==> src/rtl/fifo_sync_param.sv <==
// Parametrised single-clock FIFO with run-time almost-full/almost-empty thresholds,
// sticky overflow/underflow flags and registered read data with a valid strobe.
module fifo_sync_param #(
  parameter int DATA_WIDTH = 10,
  parameter int ADDR_WIDTH = 3
) (
  input  logic                  clk,
  input  logic                  reset,
  input  logic                  wr_enable,
  input  logic                  rd_enable,
  input  logic [DATA_WIDTH-1:0] data_in,
  input  logic [ADDR_WIDTH:0]   almost_full_thr,
  input  logic [ADDR_WIDTH:0]   almost_empty_thr,
  input  logic                  error_clear,
  output logic [DATA_WIDTH-1:0] data_out,
  output logic                  valid_out,
  output logic                  full_fifo,
  output logic                  empty_fifo,
  output logic                  almost_full_fifo,
  output logic                  almost_empty_fifo,
  output logic                  overflow_error,
  output logic                  underflow_error,
  output logic [ADDR_WIDTH:0]   fill_level
);

  localparam int DEPTH = 2 ** ADDR_WIDTH;
  localparam logic [ADDR_WIDTH:0] DEPTH_CNT = (ADDR_WIDTH + 1)'(DEPTH);

  logic [DATA_WIDTH-1:0] mem [DEPTH];
  logic [ADDR_WIDTH-1:0] wr_ptr;
  logic [ADDR_WIDTH-1:0] rd_ptr;
  logic [ADDR_WIDTH:0]   count;
  logic                  rd_acc;
  logic                  wr_acc;

  // A read accepted in the same cycle frees a slot, so a full FIFO still takes the write.
  assign rd_acc = rd_enable & ~empty_fifo;
  assign wr_acc = wr_enable & (~full_fifo | rd_acc);

  assign full_fifo         = (count == DEPTH_CNT);
  assign empty_fifo        = (count == '0);
  assign almost_full_fifo  = (count >= almost_full_thr);
  assign almost_empty_fifo = (count <= almost_empty_thr);
  assign fill_level        = count;

  // Storage is deliberately left out of reset.
  always_ff @(posedge clk) begin
    if (wr_acc) begin
      mem[wr_ptr] <= data_in;
    end
  end

  always_ff @(posedge clk) begin
    if (reset) begin
      wr_ptr    <= '0;
      rd_ptr    <= '0;
      count     <= '0;
      data_out  <= '0;
      valid_out <= 1'b0;
    end else begin
      valid_out <= rd_acc;
      if (wr_acc) begin
        wr_ptr <= wr_ptr + 1'b1;
      end
      if (rd_acc) begin
        data_out <= mem[rd_ptr];
        rd_ptr   <= rd_ptr + 1'b1;
      end
      case ({wr_acc, rd_acc})
        2'b10:   count <= count + 1'b1;
        2'b01:   count <= count - 1'b1;
        default: count <= count;
      endcase
    end
  end

  // A rejected request sets its flag even if error_clear is asserted in the same cycle.
  always_ff @(posedge clk) begin
    if (reset) begin
      overflow_error  <= 1'b0;
      underflow_error <= 1'b0;
    end else begin
      if (wr_enable & ~wr_acc) begin
        overflow_error <= 1'b1;
      end else if (error_clear) begin
        overflow_error <= 1'b0;
      end
      if (rd_enable & ~rd_acc) begin
        underflow_error <= 1'b1;
      end else if (error_clear) begin
        underflow_error <= 1'b0;
      end
    end
  end

endmodule

==> config.mk <==
export PLATFORM = sky130hd
export DESIGN_NAME = fifo_sync_param
export DESIGN_NICKNAME = d
export VERILOG_FILES = /design/src/rtl/fifo_sync_param.sv
export SDC_FILE = /design/constraint.sdc
export NUM_CORES = 1
export LEC_CHECK = 0
export CORE_MARGIN = 3
export CORE_UTILIZATION = 60
export DETAILED_ROUTE_END_ITERATION = 12
export PLACE_DENSITY = 0.82
export SLEW_MARGIN = 25
export SYNTH_ARGS = -nofsm -noshare
export SYNTH_HDL_FRONTEND = slang
export SYNTH_SLANG_ARGS = --single-unit
==> constraint.sdc <==
create_clock -name clk -period 4.7 [get_ports clk]
set_input_delay 0.47 -clock clk [delete_from_list [all_inputs] [get_ports clk]]
set_output_delay 0.47 -clock clk [all_outputs]
set_load 0.02 [all_outputs]
==> metrics.csv, run 1 <==
metric;value;unit
outcome;complete, no violations;
dr.pass1.iters;5;
pwr-share-clk;19.0;%
n_antenna_cell;0;
grt_pass1_vias;2333;
crit_fanout;9;
port-buffer-count;43;
hpwl;4.94;mm
swShare;32.3;%
cts_max_level;3;
pre_cts_ws;1.75;ns
drv_slew;0;
hold_buffers;0;
placed_area;4810;µm²
clkLatencyLatePin;0.35;ns
synthArstFlopShare;0;%
avgRoutedWirePerCell;17.9;µm
use_met2;30.7;%
drive_gt1_share;15.6;%
yosysMostFrequentCell;edfxtp_1;
path_clk_slew;0.09;ns
die_w;90.5;µm
cts.sinks;103;
syn_avg_cell_area;16.2;µm²
yosysUniqueCellTypes;41;
internal_power;1.71;mW
tightest_slew;0.897;ns
finalHoldViolCount;0;
die_h;90.5;µm
register_area;2860;µm²
max_slew_margin;39.9;%
crit_chain;inv_1 > ha_1 > nand2b_1 > a21o_1 > a21o_1 > a21o_1 > clkdlybuf4s50_1;
final.setup.tns;0;ns
synth_area;4290;µm²
cts_buffer_depth;2;
critical_path_class;reg2out;
cp_slowest_cell;clkdlybuf4s50_1;
drc_errors;0;
startpoint_type;register;
reg2reg_depth;9;
gp_congestion;0.775;
ant_nets;0;
initial_core_util;62.4;%
met1_usage;26.9;%
fmax;339;MHz
core_area;6870;µm²
met3_usage;5.83;%
utilization;72.8;%
syn-num-nets;301;
cts_root_buffer;clkbuf_8;
whs;0.500;ns
timing.critical_path.mode_cell;a21o_1;
worst_path_dominant_cell_family;buffers and inverters;
ys_seq_area_share;66.8;%
finalInstanceArea;5000;µm²
synth_top_flop_cell;edfxtp_1;
syn2layout_area_growth;16.6;%
cp_num_buf_inv;2;
worstHoldPathType;reg2reg;
power.leakage;1.67;nW
setup_ws;1.75;ns
crit_cells;7;
ys_warn_count;0;
yosysTopAreaCell;edfxtp_1;
synthTopCellsByArea;edfxtp_1, dfxtp_1, mux4_2, ha_1, mux2i_1;
skew;0.0115;ns
combPwrFrac;34.8;%
power_density;505;nW/µm²
slowest_delay;0.53;ns
postCtsResizedCells;0;
critPathRequiredTime;4.23;ns
cts_buffers;9;
syn_inst;265;
drt_wl_total;7.36;mm
grt-ovfl-total;0;
multi_input_area;1340;µm²
die-area;8200;µm²
period_minus_slack;2.95;ns
antenna_found_initial;0;
num_rows;30;
num-fill-cells;443;
fin_nets;346;
vdd_drop_max;0.302;mV
yosys-top-cells-count;edfxtp_1, nor2_1, dfxtp_1;
grt_usage;19.2;%
power_frac_seq;46.3;%
grt_setup_unrepaired;false;
ios;44;
top_usage_layer;met2;
finalCritPeriodShare;62.8;%
switchingPower;0.815;mW
yosys.area.top_type_share;56.0;%
synth_edf_count;80;
vias_per_cell;5.67;
end_kind;output pin;
synth-seq-cells;103;
maxCapViolCount;0;
cts_setup_buffers;0;
cts_tree;built;
vias;2332;
grt_pass1_wl;12.0;mm
worstPathArrival;2.48;ns
drtIter0Drc;149;
whs_path_depth;2;
setup_viol;0;
grt_max_degree;25;
-- cell families after synthesis --
kind of cell / share of synthesized area [%]
AO/OA/AOI/OAI: 5.81
adder cells (fa/ha/maj): 3.97
flip-flops: 66.8
multiplexers: 13.3
XOR/XNOR: 1.43
AND/OR/NAND/NOR: 6.13
buffers and inverters: 2.60
-- placed cells by master, fill, tap and decap left out, types with 2 or more instances in the layout --
master / count
mux2i_1: 12
ha_1: 12
mux4_2: 20
o211ai_1: 2
nor2_1: 24
nand3_1: 2
nor2b_1: 3
xor2_1: 3
buf_4: 5
a21oi_1: 5
a211oi_1: 11
clkinvlp_4: 2
nand2b_1: 6
nand2_1: 5
dfxtp_1: 22
edfxtp_1: 80
o21a_1: 2
xnor2_1: 4
inv_4: 2
inv_1: 9
nor3_1: 3
clkdlybuf4s50_1: 43
clkbuf_8: 9
a21o_1: 3
nor2_2: 3
-- worst reg2reg max path, cell delays in order (launching register included) --
cell and delay [ns]:
dfxtp_1 0.46, o41a_1 0.48, buf_4 0.22, nand2b_1 0.14, inv_1 0.07, ha_1 0.32, a21oi_1 0.27, nor4bb_1 0.26
o21bai_1 0.11, a31oi_1 0.16
-- flip-flops by register name, summed over array words and instances (netlist names) --
register and count:
data_out 10, fill_level 4, mem 80, overflow_error 1
rd_ptr 3, underflow_error 1, valid_out 1, wr_ptr 3
-- per-stage QoR --
stage                     std cells  total power [mW]
final                           411              2.53
after detailed placement        395              2.08
after CTS                       411              2.56
after global placement          395              2.05
after floorplan                 265              1.81
after global routing            411              2.67
-- power by group through the flow --
stage / logic (mW) / clock network, mW / registers [mW]
2_1_floorplan: 0.594 / 0 / 1.22
3_3_place_gp: 0.865 / 0 / 1.18
3_5_place_dp: 0.889 / 0 / 1.19
4_1_cts: 0.892 / 0.497 / 1.17
5_1_grt: 0.965 / 0.525 / 1.18
6_report: 0.879 / 0.479 / 1.17
-- routing by layer --
| metal | up-vias | part of all wire (%) |
|---|---|---|
| met5 | - | 0 |
| met4 | 0 | 0.90 |
| met3 | 9 | 5.5 |
| met2 | 68 | 50 |
| met1 | 1143 | 44 |
| li1 | 1112 | - |
-- path summary, 6_finish.rpt --
kind / startpoint / endpoint / slack (ns)
setup / recovery: fill_level[0] / almost_full_fifo / 1.75
hold / removal: data_out[9] / data_out[9] / 0.50
setup reg to reg: fill_level[3] / fill_level[3] / 2.12
hold reg to reg: data_out[9] / data_out[9] / 0.50
-- cell type report --
type | count | area share, %
clock buffers | 10 | 2.55
well taps | 96 | 2.40
inverters | 9 | 0.676
multi-input cells | 139 | 26.9
clock inverters | 6 | 0.876
flip-flops and latches | 103 | 57.3
repair buffers | 48 | 9.36
Power figures use the tool's default switching activity.
==> run 2: changes to the inputs <==
--- a/config.mk
+++ b/config.mk
@@ -6,9 +6,9 @@
 export NUM_CORES = 1
 export LEC_CHECK = 0
 export CORE_MARGIN = 3
-export CORE_UTILIZATION = 60
+export CORE_UTILIZATION = 51
 export DETAILED_ROUTE_END_ITERATION = 12
-export PLACE_DENSITY = 0.82
+export PLACE_DENSITY = 0.74
 export SLEW_MARGIN = 25
 export SYNTH_ARGS = -nofsm -noshare
 export SYNTH_HDL_FRONTEND = slang
==> constraint.sdc (replaced) <==
create_clock -name clk -period 2.7 [get_ports clk]
set_input_delay 0.27 -clock clk [delete_from_list [all_inputs] [get_ports clk]]
set_output_delay 0.27 -clock clk [all_outputs]
set_load 0.02 [all_outputs]
==> run 2 against run 1 <==
Compared with the run above: sequential share of layout area decreased by 1.1 points; worst hold slack improved by 0.0057 ns; register-to-register slack got worse by 1.6 ns; flip-flop and latch count stayed put; wire length is 1.1% lower; global-route usage down 3.2 points; worst setup slack got worse by 1.6 ns; final cell count increased by 3.6%; final area rose by 2.2%; clock skew increased by 0.0015 ns; critical path type unchanged; largest cell class unchanged; highest routed layer unchanged.
==> metrics.csv, run 2 (same netlist as run 1, synthesis figures left out) <==
metric;value;unit
worst_path_dominant_cell_family;buffers and inverters;
crit_fanout;9;
grt-ovfl-total;0;
power_density;897;nW/µm²
grt_pass1_vias;2303;
finalInstanceArea;5110;µm²
final.setup.tns;0;ns
fmax;387;MHz
cp_num_buf_inv;2;
cts_buffers;9;
cts_root_buffer;clkbuf_8;
final_cell_mix;edfxtp_1, clkdlybuf4s50_1, nor2_1;
fin_nets;355;
n_antenna_cell;0;
final_common_cell;edfxtp_1;
placed_cells;410;
placed_area;4890;µm²
vias_per_cell;5.44;
cp_slowest_cell;clkdlybuf4s50_1;
vias;2318;
period_minus_slack;2.59;ns
grt_max_degree;24;
power.leakage;1.74;nW
finalCritPeriodShare;95.8;%
num_rows;32;
hold_buffers;0;
avgRoutedWirePerCell;17.1;µm
critical_path_class;reg2out;
worstPathArrival;2.32;ns
utilization;64.5;%
final_cells;426;
crit_chain;inv_1 > ha_1 > nand2b_1 > a21o_1 > a21o_1 > a21o_1 > clkdlybuf4s50_1;
dr.pass1.iters;4;
maxCapViolCount;0;
antenna_found_initial;0;
internal_power;3.12;mW
path_clk_slew;0.10;ns
max_slew_margin;43.4;%
worstHoldPathType;reg2reg;
grt_setup_unrepaired;false;
skew;0.0130;ns
ios;44;
slowest_delay;0.53;ns
critPathRequiredTime;2.43;ns
drive_gt1_share;17.0;%
clkLatencyLatePin;0.35;ns
die-area;9540;µm²
largest_reg_flops;80;
switchingPower;1.47;mW
cts_buffer_depth;2;
gp_congestion;0.759;
drv_slew;0;
ant_nets;0;
outcome;complete, no violations;
cts.sinks;103;
finalHoldViolCount;0;
vdd_drop_max;0.398;mV
drt_wl_total;7.27;mm
port-buffer-count;43;
combPwrFrac;34.7;%
top_register;mem;
end_kind;output pin;
die_w;97.7;µm
cts_setup_buffers;0;
power_frac_seq;43.8;%
grt_pass1_wl;11.8;mm
tightest_slew;0.846;ns
pwr-share-clk;21.5;%
initial_core_util;54.1;%
cts_max_level;3;
syn2layout_area_growth;19.2;%
num-fill-cells;570;
setup_viol;0;
startpoint_type;register;
core_area;7930;µm²
swShare;32.0;%
drtIter0Drc;91;
grt_usage;16.0;%
cts_tree;built;
timing.critical_path.mode_cell;a21o_1;
hpwl;4.84;mm
drc_errors;0;
die_h;97.7;µm
whs;0.506;ns
[run 2: per-layer routing]
metal / vias to the layer above / part of all wire (%) / global-route usage, %
li1: 1129 / - / -
met1: 1131 / 48 / 22.5
met2: 51 / 47 / 25.1
met3: 7 / 3.9 / 2.87
met4: 0 / 0.96 / 5.86
met5: - / 0 / 0
[run 2: worst paths after layout]
check,start,to,slack (ns),cells past startpoint
setup / recovery,fill_level[0],almost_full_fifo,0.11,7
hold / removal,data_out[3],data_out[3],0.51,2
setup reg to reg,fill_level[0],fill_level[3],0.55,8
hold reg to reg,data_out[3],data_out[3],0.51,2
[run 2: power by group through the flow]
stage / clock network (mW) / logic (mW) / registers [mW]
6_report: 0.986 / 1.59 / 2.01
5_1_grt: 1.07 / 1.74 / 2.03
4_1_cts: 1.02 / 1.62 / 2.00
3_5_place_dp: 0 / 1.61 / 2.04
3_3_place_gp: 0 / 1.58 / 2.03
2_1_floorplan: 0 / 1.03 / 2.12
[run 2: per-stage QoR]
step	power, mW	worst slack, ns
3_5_place_dp	3.65	0.149
3_3_place_gp	3.61	0.188
6_report	4.58	0.114
5_1_grt	4.84	0.0243
4_1_cts	4.64	0.0365
2_1_floorplan	3.15	0.318
[run 2: repair_timing]
action / 4_1_cts / 5_1_grt
gates resized for setup: 2 / 2
setup endpoints to repair: 2 / 2
endpoints found under the hold margin: 0 / 0
[run 2: layout make-up]
| class | count | area, µm² | area share [%] |
|---|---|---|---|
| flip-flops and latches | 103 | 2870 | 56.1 |
| multi-input cells | 139 | 1320 | 25.8 |
| repair buffers | 57 | 551 | 10.8 |
| well taps | 102 | 128 | 2.50 |
| clock buffers | 9 | 124 | 2.42 |
| clock inverters | 7 | 86.3 | 1.69 |
| inverters | 9 | 33.8 | 0.661 |
[run 2: worst reg2reg max path: stages, from the launching register on]
cell and delay, ns:
dfxtp_4 0.39, o41a_1 0.42, nand2b_1 0.13, inv_1 0.07, ha_1 0.31, a21oi_1 0.25, nor4bb_1 0.26, o21bai_1 0.11
a31oi_1 0.12
==> run 3: changes to the inputs <==
--- a/config.mk
+++ b/config.mk
@@ -6,9 +6,10 @@
 export NUM_CORES = 1
 export LEC_CHECK = 0
 export CORE_MARGIN = 3
-export CORE_UTILIZATION = 51
+export CORE_UTILIZATION = 30
 export DETAILED_ROUTE_END_ITERATION = 12
-export PLACE_DENSITY = 0.74
+export DONT_BUFFER_PORTS = 1
+export PLACE_DENSITY = 0.43
 export SLEW_MARGIN = 25
 export SYNTH_ARGS = -nofsm -noshare
 export SYNTH_HDL_FRONTEND = slang
==> run 3 against run 2 <==
Compared with the run above: non-clock buffer count decreased by 30; die area increased by 65%; clock skew decreased by 0.0055 ns; clock power increased by 18%; critical path depth increased by 2; flip-flop and latch count unchanged; fmax increased by 14%; combinational power decreased by 13%.
==> metrics.csv, run 3 (same netlist as run 1, synthesis figures left out) <==
metric;value;unit
critPathLaunch;fill_level[3];
postCtsResizedCells;0;
finalCritPeriodShare;83.8;%
r2r_start;fill_level[3];
skew;0.00747;ns
worstHoldPathType;in2reg;
avgRoutedWirePerCell;18.4;µm
hold_buffers;1;
n_antenna_cell;0;
die-area;15800;µm²
critical_path_class;reg2reg;
grt_usage;11.6;%
tightest_slew;0.899;ns
final_common_cell;edfxtp_1;
initial_core_util;30.8;%
grt_pass1_vias;2367;
num_rows;43;
cts.sinks;103;
die_h;126;µm
cts_buffers;9;
end_kind;register;
worstPathArrival;2.53;ns
fin_nets;325;
pwr-share-clk;25.4;%
cts_root_buffer;clkbuf_16;
placed_cells;447;
crit_chain;buf_4 > o41a_1 > nand2b_1 > inv_1 > ha_1 > a21oi_1 > nor4bb_1 > o21bai_1 > a31oi_1;
hpwl;5.75;mm
cp_num_buf_inv;2;
port-buffer-count;0;
internal_power;3.10;mW
finalHoldViolCount;0;
combPwrFrac;30.1;%
multi_input_area;1340;µm²
final_cells;473;
dr.pass1.iters;4;
swShare;32.2;%
switchingPower;1.48;mW
cts_setup_buffers;0;
path_clk_slew;0.07;ns
drv_slew;0;
cp_slowest_cell;o41a_1;
grt_max_degree;24;
slowest_delay;0.44;ns
startpoint_type;register;
grt_setup_unrepaired;false;
drt_wl_total;8.71;mm
outcome;complete, no violations;
critPathRequiredTime;2.96;ns
min_from;data_in[7];
worst_path_dominant_cell_family;compound AO/OA/AOI/OAI gates;
cts_max_level;3;
die_w;126;µm
cts_buffer_depth;2;
antenna_found_initial;0;
final_cell_mix;edfxtp_1, nor2_1, dfxtp_1;
period_minus_slack;2.26;ns
max_slew_margin;39.6;%
crit_fanout;4;
ios;44;
cts_tree;built;
setup_viol;0;
vdd_drop_max;0.451;mV
vias_per_cell;4.77;
gp_congestion;0.727;
drtIter0Drc;105;
grt_pass1_wl;13.7;mm
register_area;2860;µm²
top_register;mem;
power.leakage;1.66;nW
ant_nets;0;
final.setup.tns;0;ns
drc_errors;0;
maxCapViolCount;0;
power_frac_seq;44.5;%
grt-ovfl-total;0;
clkLatencyLatePin;0.34;ns
drive_gt1_share;20.1;%
core_area;13900;µm²
largest_reg_flops;80;
fmax;442;MHz
vias;2254;
num-fill-cells;1321;
syn2layout_area_growth;15.6;%
power_density;924;nW/µm²
## run 3: changes by cell type in the layout (fill, tap and decap cells not counted), moves of 3 or more
cell             previous run  this run
buf_4                      13        16
clkdlybuf4s50_1            42         0
nor3_2                      0         3
nor2_2                      0         3
clkbuf_16                   0         9
nor2_1                     27        24
nor3_1                      5         2
dlygate4sd3_1               0        11
clkbuf_8                    9         0
## run 3: stage by stage
stage / setup slack, ns / instance area [µm²] / total power [mW] / util, % / hold WS (ns)
6_report: 0.438 / 4960 / 4.58 / 35.6 / 0.0194
4_1_cts: 0.404 / 4860 / 4.65 / 34.9 / 0.00358
3_5_place_dp: 0.439 / 4580 / 3.47 / 32.9 / 0.347
5_1_grt: 0.269 / 4960 / 4.88 / 35.6 / 0.0000317
3_3_place_gp: 0.506 / 4560 / 3.46 / 32.7 / 0.345
2_1_floorplan: 0.318 / 4290 / 3.15 / - / 0.343
## run 3: area by class of cell
| type | count | area share (%) |
|---|---|---|
| Multi-Input combinational cell | 139 | 27.1 |
| Clock buffer | 9 | 4.54 |
| Clock inverter | 6 | 0.782 |
| Timing Repair Buffer | 27 | 4.64 |
| Sequential cell | 103 | 57.7 |
| Inverter | 9 | 0.681 |
| Tap cell | 180 | 4.54 |
## run 3: worst reg2reg max path, stage by stage, from the launching register on
cell and delay [ns]:
dfxtp_1 0.33, buf_4 0.17, o41a_1 0.44, nand2b_1 0.12, inv_1 0.07, ha_1 0.31
a21oi_1 0.26, nor4bb_1 0.26, o21bai_1 0.11, a31oi_1 0.13
## run 3: path summary, 6_finish.rpt
check	depth (start not counted)	end	slack, ns
setup / recovery	9	fill_level[3]	0.44
hold reg to reg	2	data_out[5]	0.59
hold / removal	0	mem[1][7]	0.02
setup reg to reg	9	fill_level[3]	0.44
## run 3: power by group through the flow
stage | Sequential (mW) | Clock (mW) | Combinational [mW]
2_1_floorplan | 2.12 | 0 | 1.03
3_3_place_gp | 2.07 | 0 | 1.39
3_5_place_dp | 2.08 | 0 | 1.39
4_1_cts | 2.04 | 1.21 | 1.41
5_1_grt | 2.06 | 1.27 | 1.55
6_report | 2.04 | 1.16 | 1.38
## run 3: per-layer routing
layer	global-route usage [%]	part of all wire [%]	routed length, µm	vias to the layer above
met5	0	0	0	-
met1	15.5	47	4100	1131
met4	4.02	1.4	121	0
met3	4.10	4.4	382	8
met2	17.7	47	4100	50
li1	-	-	-	1065
